**src/rtl/freq_meas_pkg.sv**
```systemverilog
// Shared constants and state encoding for the frequency-measurement scheduler.
package freq_meas_pkg;
   localparam int COUNT_W = 40;
   localparam int CH_NUM  = 3;

   typedef enum logic [2:0] {IDLE, CLEAR, GATE, SETTLE, LATCH, HOLD} state_t;
endpackage

```
**src/rtl/sync_2ff.sv**
```systemverilog
// Two-flop synchronizer for a single asynchronous control bit.
module sync_2ff #(
   parameter logic RST_VAL = 1'b1
) (
   input  logic i_CLK,
   input  logic i_RST_N,
   input  logic i_D,
   output logic o_Q
);
   logic meta_q;
   logic sync_q;

   always_ff @(posedge i_CLK or negedge i_RST_N) begin
      if (!i_RST_N) begin
         meta_q <= RST_VAL;
         sync_q <= RST_VAL;
      end else begin
         meta_q <= i_D;
         sync_q <= meta_q;
      end
   end

   assign o_Q = sync_q;
endmodule

```
**src/rtl/meas_scheduler.sv**
```systemverilog
// Sequences clear/gate/settle of three channel counters and snapshots their
// counts into SPI-visible result registers, never while a host read is active.
module meas_scheduler
   import freq_meas_pkg::*;
#(
   parameter int GATE_CYCLES   = 50_000_000,
   parameter int SETTLE_CYCLES = 4
) (
   input  logic               i_CLK,
   input  logic               i_RST_N,
   input  logic               i_ENABLE,
   input  logic               i_SPI_CS,
   input  logic [COUNT_W-1:0] i_COUNT_A,
   input  logic [COUNT_W-1:0] i_COUNT_B,
   input  logic [COUNT_W-1:0] i_COUNT_C,
   output logic               o_GATE,
   output logic               o_CNT_CLR,
   output logic [COUNT_W-1:0] o_RESULT_A,
   output logic [COUNT_W-1:0] o_RESULT_B,
   output logic [COUNT_W-1:0] o_RESULT_C,
   output logic [CH_NUM-1:0]  o_OVF,
   output logic [7:0]         o_SEQ,
   output logic               o_DONE
);
   localparam int MAX_CYC = (GATE_CYCLES > SETTLE_CYCLES) ? GATE_CYCLES : SETTLE_CYCLES;
   localparam int CNT_W   = $clog2(MAX_CYC + 1);
   localparam logic [CNT_W-1:0] GATE_LOAD   = CNT_W'(GATE_CYCLES - 1);
   localparam logic [CNT_W-1:0] SETTLE_LOAD = CNT_W'(SETTLE_CYCLES - 1);

   function automatic logic is_sat(input logic [COUNT_W-1:0] cnt);
      return &cnt;
   endfunction

   state_t             state_q, state_d;
   logic [CNT_W-1:0]   cnt_q, cnt_d;
   logic               done_q;
   logic [COUNT_W-1:0] res_a_q, res_b_q, res_c_q;
   logic [CH_NUM-1:0]  ovf_q;
   logic [7:0]         seq_q;
   logic               cs_s;
   logic               wr_en;
   logic               gate;
   logic               clr;

   sync_2ff #(.RST_VAL(1'b1)) u_cs_sync (
      .i_CLK   (i_CLK),
      .i_RST_N (i_RST_N),
      .i_D     (i_SPI_CS),
      .o_Q     (cs_s)
   );

   always_comb begin
      state_d = state_q;
      cnt_d   = cnt_q;
      wr_en   = 1'b0;
      gate    = 1'b0;
      clr     = 1'b0;
      case (state_q)
         IDLE:    if (i_ENABLE) state_d = CLEAR;
         CLEAR: begin
            clr     = 1'b1;
            state_d = i_ENABLE ? GATE : IDLE;
         end
         GATE: begin
            gate = 1'b1;
            if (!i_ENABLE)        state_d = IDLE;
            else if (cnt_q == '0) state_d = SETTLE;
         end
         SETTLE: begin
            if (!i_ENABLE)        state_d = IDLE;
            else if (cnt_q == '0) state_d = LATCH;
         end
         // A pending snapshot is committed regardless of i_ENABLE once here.
         LATCH: begin
            if (cs_s) begin
               wr_en   = 1'b1;
               state_d = i_ENABLE ? CLEAR : IDLE;
            end else begin
               state_d = HOLD;
            end
         end
         HOLD:    if (cs_s) state_d = LATCH;
         default: state_d = IDLE;
      endcase

      if (state_d != state_q) begin
         case (state_d)
            GATE:    cnt_d = GATE_LOAD;
            SETTLE:  cnt_d = SETTLE_LOAD;
            default: cnt_d = '0;
         endcase
      end else if (cnt_q != '0) begin
         cnt_d = cnt_q - 1'b1;
      end
   end

   always_ff @(posedge i_CLK or negedge i_RST_N) begin
      if (!i_RST_N) begin
         state_q <= IDLE;
         cnt_q   <= '0;
         done_q  <= 1'b0;
         res_a_q <= '0;
         res_b_q <= '0;
         res_c_q <= '0;
         ovf_q   <= '0;
         seq_q   <= '0;
      end else begin
         state_q <= state_d;
         cnt_q   <= cnt_d;
         done_q  <= wr_en;
         if (wr_en) begin
            res_a_q <= i_COUNT_A;
            res_b_q <= i_COUNT_B;
            res_c_q <= i_COUNT_C;
            ovf_q   <= {is_sat(i_COUNT_C), is_sat(i_COUNT_B), is_sat(i_COUNT_A)};
            seq_q   <= seq_q + 8'd1;
         end
      end
   end

   assign o_GATE     = gate;
   assign o_CNT_CLR  = clr;
   assign o_RESULT_A = res_a_q;
   assign o_RESULT_B = res_b_q;
   assign o_RESULT_C = res_c_q;
   assign o_OVF      = ovf_q;
   assign o_SEQ      = seq_q;
   assign o_DONE     = done_q;
endmodule

```
**config.mk**
```make
export PLATFORM = sky130hd
export DESIGN_NAME = meas_scheduler
export DESIGN_NICKNAME = d
export VERILOG_FILES = /design/src/rtl/freq_meas_pkg.sv /design/src/rtl/sync_2ff.sv /design/src/rtl/meas_scheduler.sv
export SDC_FILE = /design/constraint.sdc
export NUM_CORES = 1
export LEC_CHECK = 0
export BUFFER_PORTS_ARGS = -buffer_cell sky130_fd_sc_hd__buf_2
export CAP_MARGIN = 20
export CORE_ASPECT_RATIO = 0.75
export CORE_UTILIZATION = 45
export CTS_BUF_LIST = sky130_fd_sc_hd__clkbuf_8
export CTS_CLUSTER_DIAMETER = 60
export DETAILED_ROUTE_END_ITERATION = 8
export GPL_ROUTABILITY_DRIVEN = 1
export PLACE_DENSITY = 0.84
export SLEW_MARGIN = 10
export SYNTH_ARGS = -nofsm -noshare
export SYNTH_HDL_FRONTEND = slang
export SYNTH_HIERARCHICAL = 1
export SYNTH_SLANG_ARGS = --single-unit
```
**constraint.sdc**
```tcl
create_clock -name i_CLK -period 3 [get_ports i_CLK]
set_input_delay 0.6 -clock i_CLK [delete_from_list [all_inputs] [get_ports i_CLK]]
set_output_delay 0.6 -clock i_CLK [all_outputs]
set_load 0.03 [all_outputs]
```
== Word level (Yosys, flattened, before mapping) ==
Index checks and enable logic that the tools add are counted.

* Bits in registers: 163
* Bits in latches: 0
* Bits in writable memories: 0
* Memory bits (read-only): 0
* Memories: 0

* $add $sub $neg: 2
* $mul: 0
* Divide/modulo/power cells: 0
* Magnitude comparators: 0
* Eq/ne operators: 8
* Shifts and indexed selects: 0
* Muxes and demuxes: 17
* Bitwise logic cells: 0
* Reduce and logical (&&, ||, !) cells: 7

{| class="wikitable"
|+ Operators by type and width
! cell !! number
|-
| $reduce_and 40->1 || 3
|-
| $mux 26 || 2
|-
| $pmux 26 s2 || 1
|-
| $logic_not 26->1 || 1
|-
| $reduce_bool 26->1 || 1
|-
| $sub 26x1->26 const B || 1
|-
| $mux 3 || 7
|-
| $pmux 3 s6 || 1
|-
| $eq 3x2->1 const B || 4
|-
| $add 8x1->8 const B || 1
|-
| $eq 3x3->1 const B || 2
|-
| $mux 1 || 5
|-
| $eq 3x1->1 const B || 1
|-
| $logic_not 3->1 || 1
|-
| $ne 3x3->1 || 1
|-
| $mux 2 || 1
|-
| $reduce_bool 2->1 || 1
|}

== Longest topological paths before layout ==
* Depth after elaboration: 7
* Mapped depth: 9
* Gate-level depth less buffers: 7

== Cells and area by module ==
The synthesis kept the hierarchy.

{| class="wikitable"
|+ By module, submodules not included
! module !! instances !! cells an instance !! area an instance (µm²) !! sequential area each (µm²)
|-
| meas_scheduler || 1 || 504 || 6,831.6 || 4,028.9
|-
| sync_2ff || 1 || 2 || 52.6 || 52.6
|}

== Least setup slack after synthesis ==
No wires, ideal clock.

* Path type: reg-to-reg
* From: register cnt_q[0]
* To: register cnt_q[11]
* Arrival time: 2,006 ps
* Required time: 2,921 ps
* Setup slack: 915 ps
* Cell stages (with the launch flop): 10
* Path buffers: 2
* Path through: dfrtp_1 > inv_1 > ha_1 > nor2b_1 > and3_1 > buf_2 > and4_1 > buf_4 > or4_1 > a21oi_1

* Word-level cells in the longest chain between the ends: 6
* Elaborated cells between the ends (all ways): 12

{| class="wikitable"
|+ RTL lines
! what !! RTL line !! source
|-
| start: declaration || meas_scheduler.sv:35 || <nowiki>logic [CNT_W-1:0] cnt_q, cnt_d;</nowiki>
|-
| start signal: assignment || meas_scheduler.sv:109 || <nowiki>cnt_q <= cnt_d;</nowiki>
|-
| parallel branches: the longest is 6 deep, another holds $sub 26x1->26 || -- ||
|}

Parallel ways; which one is timed is not known. The select of a mux whose other input is x is not followed.
A chain may end at the register's enable or synchronous reset.

== Worst setup path in the final report ==
* From: register cnt_q[0]
* To: register state_q[0]

* Word-level cells in the longest chain between the ends: 4
* Elaborated cells between the ends (all ways): 6

{| class="wikitable"
|+ RTL lines
! what !! RTL line !! source
|-
| $logic_not 26->1 (*) || meas_scheduler.sv:67, meas_scheduler.sv:71 ||
|-
| $mux 3, on equally long branches || meas_scheduler.sv:71, meas_scheduler.sv:67 ||
|-
| $mux 3, on equally long branches || meas_scheduler.sv:70, meas_scheduler.sv:66 ||
|-
| $pmux 3 s6 (*) || meas_scheduler.sv:58 || <nowiki>case (state_q)</nowiki>
|-
| via state_d[0] || meas_scheduler.sv:34 || <nowiki>state_t state_q, state_d;</nowiki>
|-
| end signal: assignment || meas_scheduler.sv:108 || <nowiki>state_q <= state_d;</nowiki>
|-
| end: declaration || meas_scheduler.sv:34 ||
|}

Mark *: on every way through the listed nets, which the timed path passes. The rest lies on a longest branch.

==> metrics.yaml <==
status: "finished clean"
place_area_mm2: 0.008444
cts_buffer_depth: 2
timing.final.crit_share_pct: 78.71
cp-startpoint: "cnt_q[0]"
globalplace.congestion: 0.8406
dp.final_hpwl_um: 12320
post_drt_wl_per_cell_um: 16.82
path_clk_slew_ps: 80
tns_ps: 0
finalSetupViolCount: 0
rsz0062_at_grt: "no"
multi_input_comb_area_mm2: 0.002673
crit_required_ps: 3320
post_cts_buffers: 0
yosys.area.top_type: "dfrtp_1"
endpoint_kind: "flop"
synthFlopType: "dfrtp_1"
power_frac_clock_pct: 24.9
drc: 0
tightest_slew_ps: 599.0
start_kind: "flop"
p_sw_share_pct: 36.46
grt-ovfl-total: 0
cts_htree_levels: 4
grt_pass1_vias: 5101
synthArstFlopShare_pct: 100.0
ant_nets: 0
port_buffers: 257
syn-cell-area_mm2: 0.006884
regArea_mm2: 0.004081
powerDensity_mw_per_mm2: 693.8
antenna_found_initial: 0
nets: 895
p_sw_mw: 2.232
seq_power_share_pct: 44.9
drt_iter0_drc: 312
r2r_slack_ps: 640
drt-total-wl_um: 16510
cp-endpoint: "state_q[0]"
clk_latency_ps: 450
worstReg2RegEnd: "state_q[0]"
io_pins: 258
hp-class: "primary input to asynchronous set/reset pin"
dr.pass1.iters: 5
synth_nets: 632
r2r_cells: 8
p_int_mw: 3.889
cts_inserted_buffers: 17
ys_warn_count: 6
synth_area_leaders: "dfrtp_1 (59%), mux2_2 (20%), nand4_1 (3.4%)"
hold_viol: 0
cts_tree: "built"
pwr-share-comb_pct: 30.2
design.core.area_mm2: 0.01469
r2r-start: "cnt_q[0]"
clock-sinks: 163
slew_headroom_pct: 60.07
slowest_stage: "and4_1"
ctsResizeCount: 0
path_class: "flop to flop"
initial_utilization_pct: 46.86
finalInstanceArea_mm2: 0.008821
max-cap-violations: 0
drive_above_1_share_pct: 55.24
fp.dieH_um: 109.1
netlist-cell-type-count: 51
grt_pass1_wl_um: 25670
fin_worst_skew_ps: 15.17
die-area_mm2: 0.01580
yosysSeqAreaShare_pct: 59.29
globalRouteTotalUtil_pct: 21.51
syn_inst: 506
ys_top_cells_by_count: "dfrtp_1 (161), mux2_2 (121), nand4_1 (37)"
ys_ff_latch: 163
row_count: 38
syn_avg_cell_area_um2: 13.60
vias: 5256
fmax_mhz: 423.5
yosysMostFrequentCell: "dfrtp_1"
peakVddDrop_mv: 0.3595
clock-root-buffer: "clkbuf_8"
cts_hold_buf: 0
slew_viol_final: 0
crit_chain: "inv_1 > ha_1 > nor2b_1 > and3_1 > buf_4 > and4_1 > nor3_1 > a311o_1"
arrival_ps: 2680
diodes: 0
critPathMaxFanout: 10
routed_via_density: 5.352
fillers: 1166
critical-path-max-stage-delay_ps: 430
leakage_nw: 4.771
grt_max_degree: 74
areaGrowthSynthToFinish_pct: 28.14
yosysTopAreaCellShare_pct: 58.52
die_w_um: 144.8
synth_edf_count: 0
fin_crit_ps: 2361
-- flip-flops by register name, indices dropped and copies added, names as in the netlist --
name,count
o_RESULT_B,40
state_q,3
o_SEQ,8
o_RESULT_C,40
o_DONE,1
o_OVF,3
u_cs_sync/o_Q,1
o_RESULT_A,40
u_cs_sync/meta_q,1
cnt_q,26
-- cells in the final DEF, fill, tap and decap left out, types with 8 or more instances in the layout --
cell / netlist / layout
mux2_2: 121 / 121
xnor2_1: 12 / 12
dfrtp_1: 161 / 161
nand2_1: 8 / 8
clkbuf_8: 0 / 18
xor2_1: 10 / 10
nor3_1: 15 / 15
nor2_1: 11 / 11
o21ai_0: 18 / 18
inv_1: 8 / 10
nand4_1: 37 / 37
buf_2: 10 / 256
nor4_1: 8 / 8
-- routing by layer --
layer / track usage [%] / vias up / share of wire (%)
li1: - / 2416 / -
met1: 28.45 / 2588 / 43
met2: 33.28 / 224 / 48
met3: 6.148 / 28 / 6.9
met4: 8.947 / 0 / 2.4
met5: 0 / - / 0
-- worst min path at each step --
stage | cells after the start | endpoint | start
after CTS | 1 | o_RESULT_B[16] | i_RST_N
after floorplan | 0 | cnt_q[0] | i_RST_N
final | 1 | o_RESULT_B[13] | i_RST_N
after detailed placement | 0 | u_cs_sync/o_Q | u_cs_sync/meta_q
after global routing | 1 | o_RESULT_B[12] | i_RST_N
after global placement | 0 | u_cs_sync/o_Q | u_cs_sync/meta_q
-- layout make-up --
class / instances / area share (%)
multi-input cells: 313 / 30.30
clock inverters: 14 / 1.461
inverters: 8 / 0.3404
clock buffers: 18 / 2.809
repair buffers: 266 / 15.99
flip-flops and latches: 163 / 46.27
well taps: 200 / 2.837
-- cells by family after synthesis --
group,share of synthesized area [%]
AND/OR/NAND/NOR,11.07
multiplexers,19.94
buffers and inverters,1.981
adder cells (fa/ha/maj),0.3634
flip-flops,59.29
XOR/XNOR,2.799
AO/OA/AOI/OAI,4.562
-- power by group through the flow --
stage / Combinational [mW] / Sequential [mW] / Clock, mW
4_1_cts: 1.83 / 2.75 / 1.57
3_3_place_gp: 1.78 / 2.76 / 0
3_5_place_dp: 1.82 / 2.78 / 0
2_1_floorplan: 0.935 / 3.06 / 0
6_report: 1.85 / 2.75 / 1.52
5_1_grt: 1.99 / 2.79 / 1.65
-- through the flow --
| step | total power [mW] | cells | setup slack (ps) | util (%) | hold WS, ps |
|---|---|---|---|---|---|
| 2_1_floorplan | 3.993 | 506 | 915.2 | - | 304.4 |
| 3_3_place_gp | 4.546 | 950 | 799.4 | 57.48 | 346.6 |
| 3_5_place_dp | 4.602 | 950 | 700.7 | 57.48 | 351.9 |
| 4_1_cts | 6.146 | 982 | 673.2 | 60.04 | 126.9 |
| 5_1_grt | 6.437 | 982 | 543.8 | 60.04 | 144.3 |
| 6_report | 6.120 | 982 | 638.8 | 60.04 | 126.9 |
-- critical path: cells and delay by family, from the launching register on --
kind	cells	cell delay, ps
buffers and inverters	2	300
AO/OA/AOI/OAI	1	290
adder cells (fa/ha/maj)	1	190
AND/OR/NAND/NOR	4	1070
flip-flops	1	400
Power figures use the tool's default switching activity.
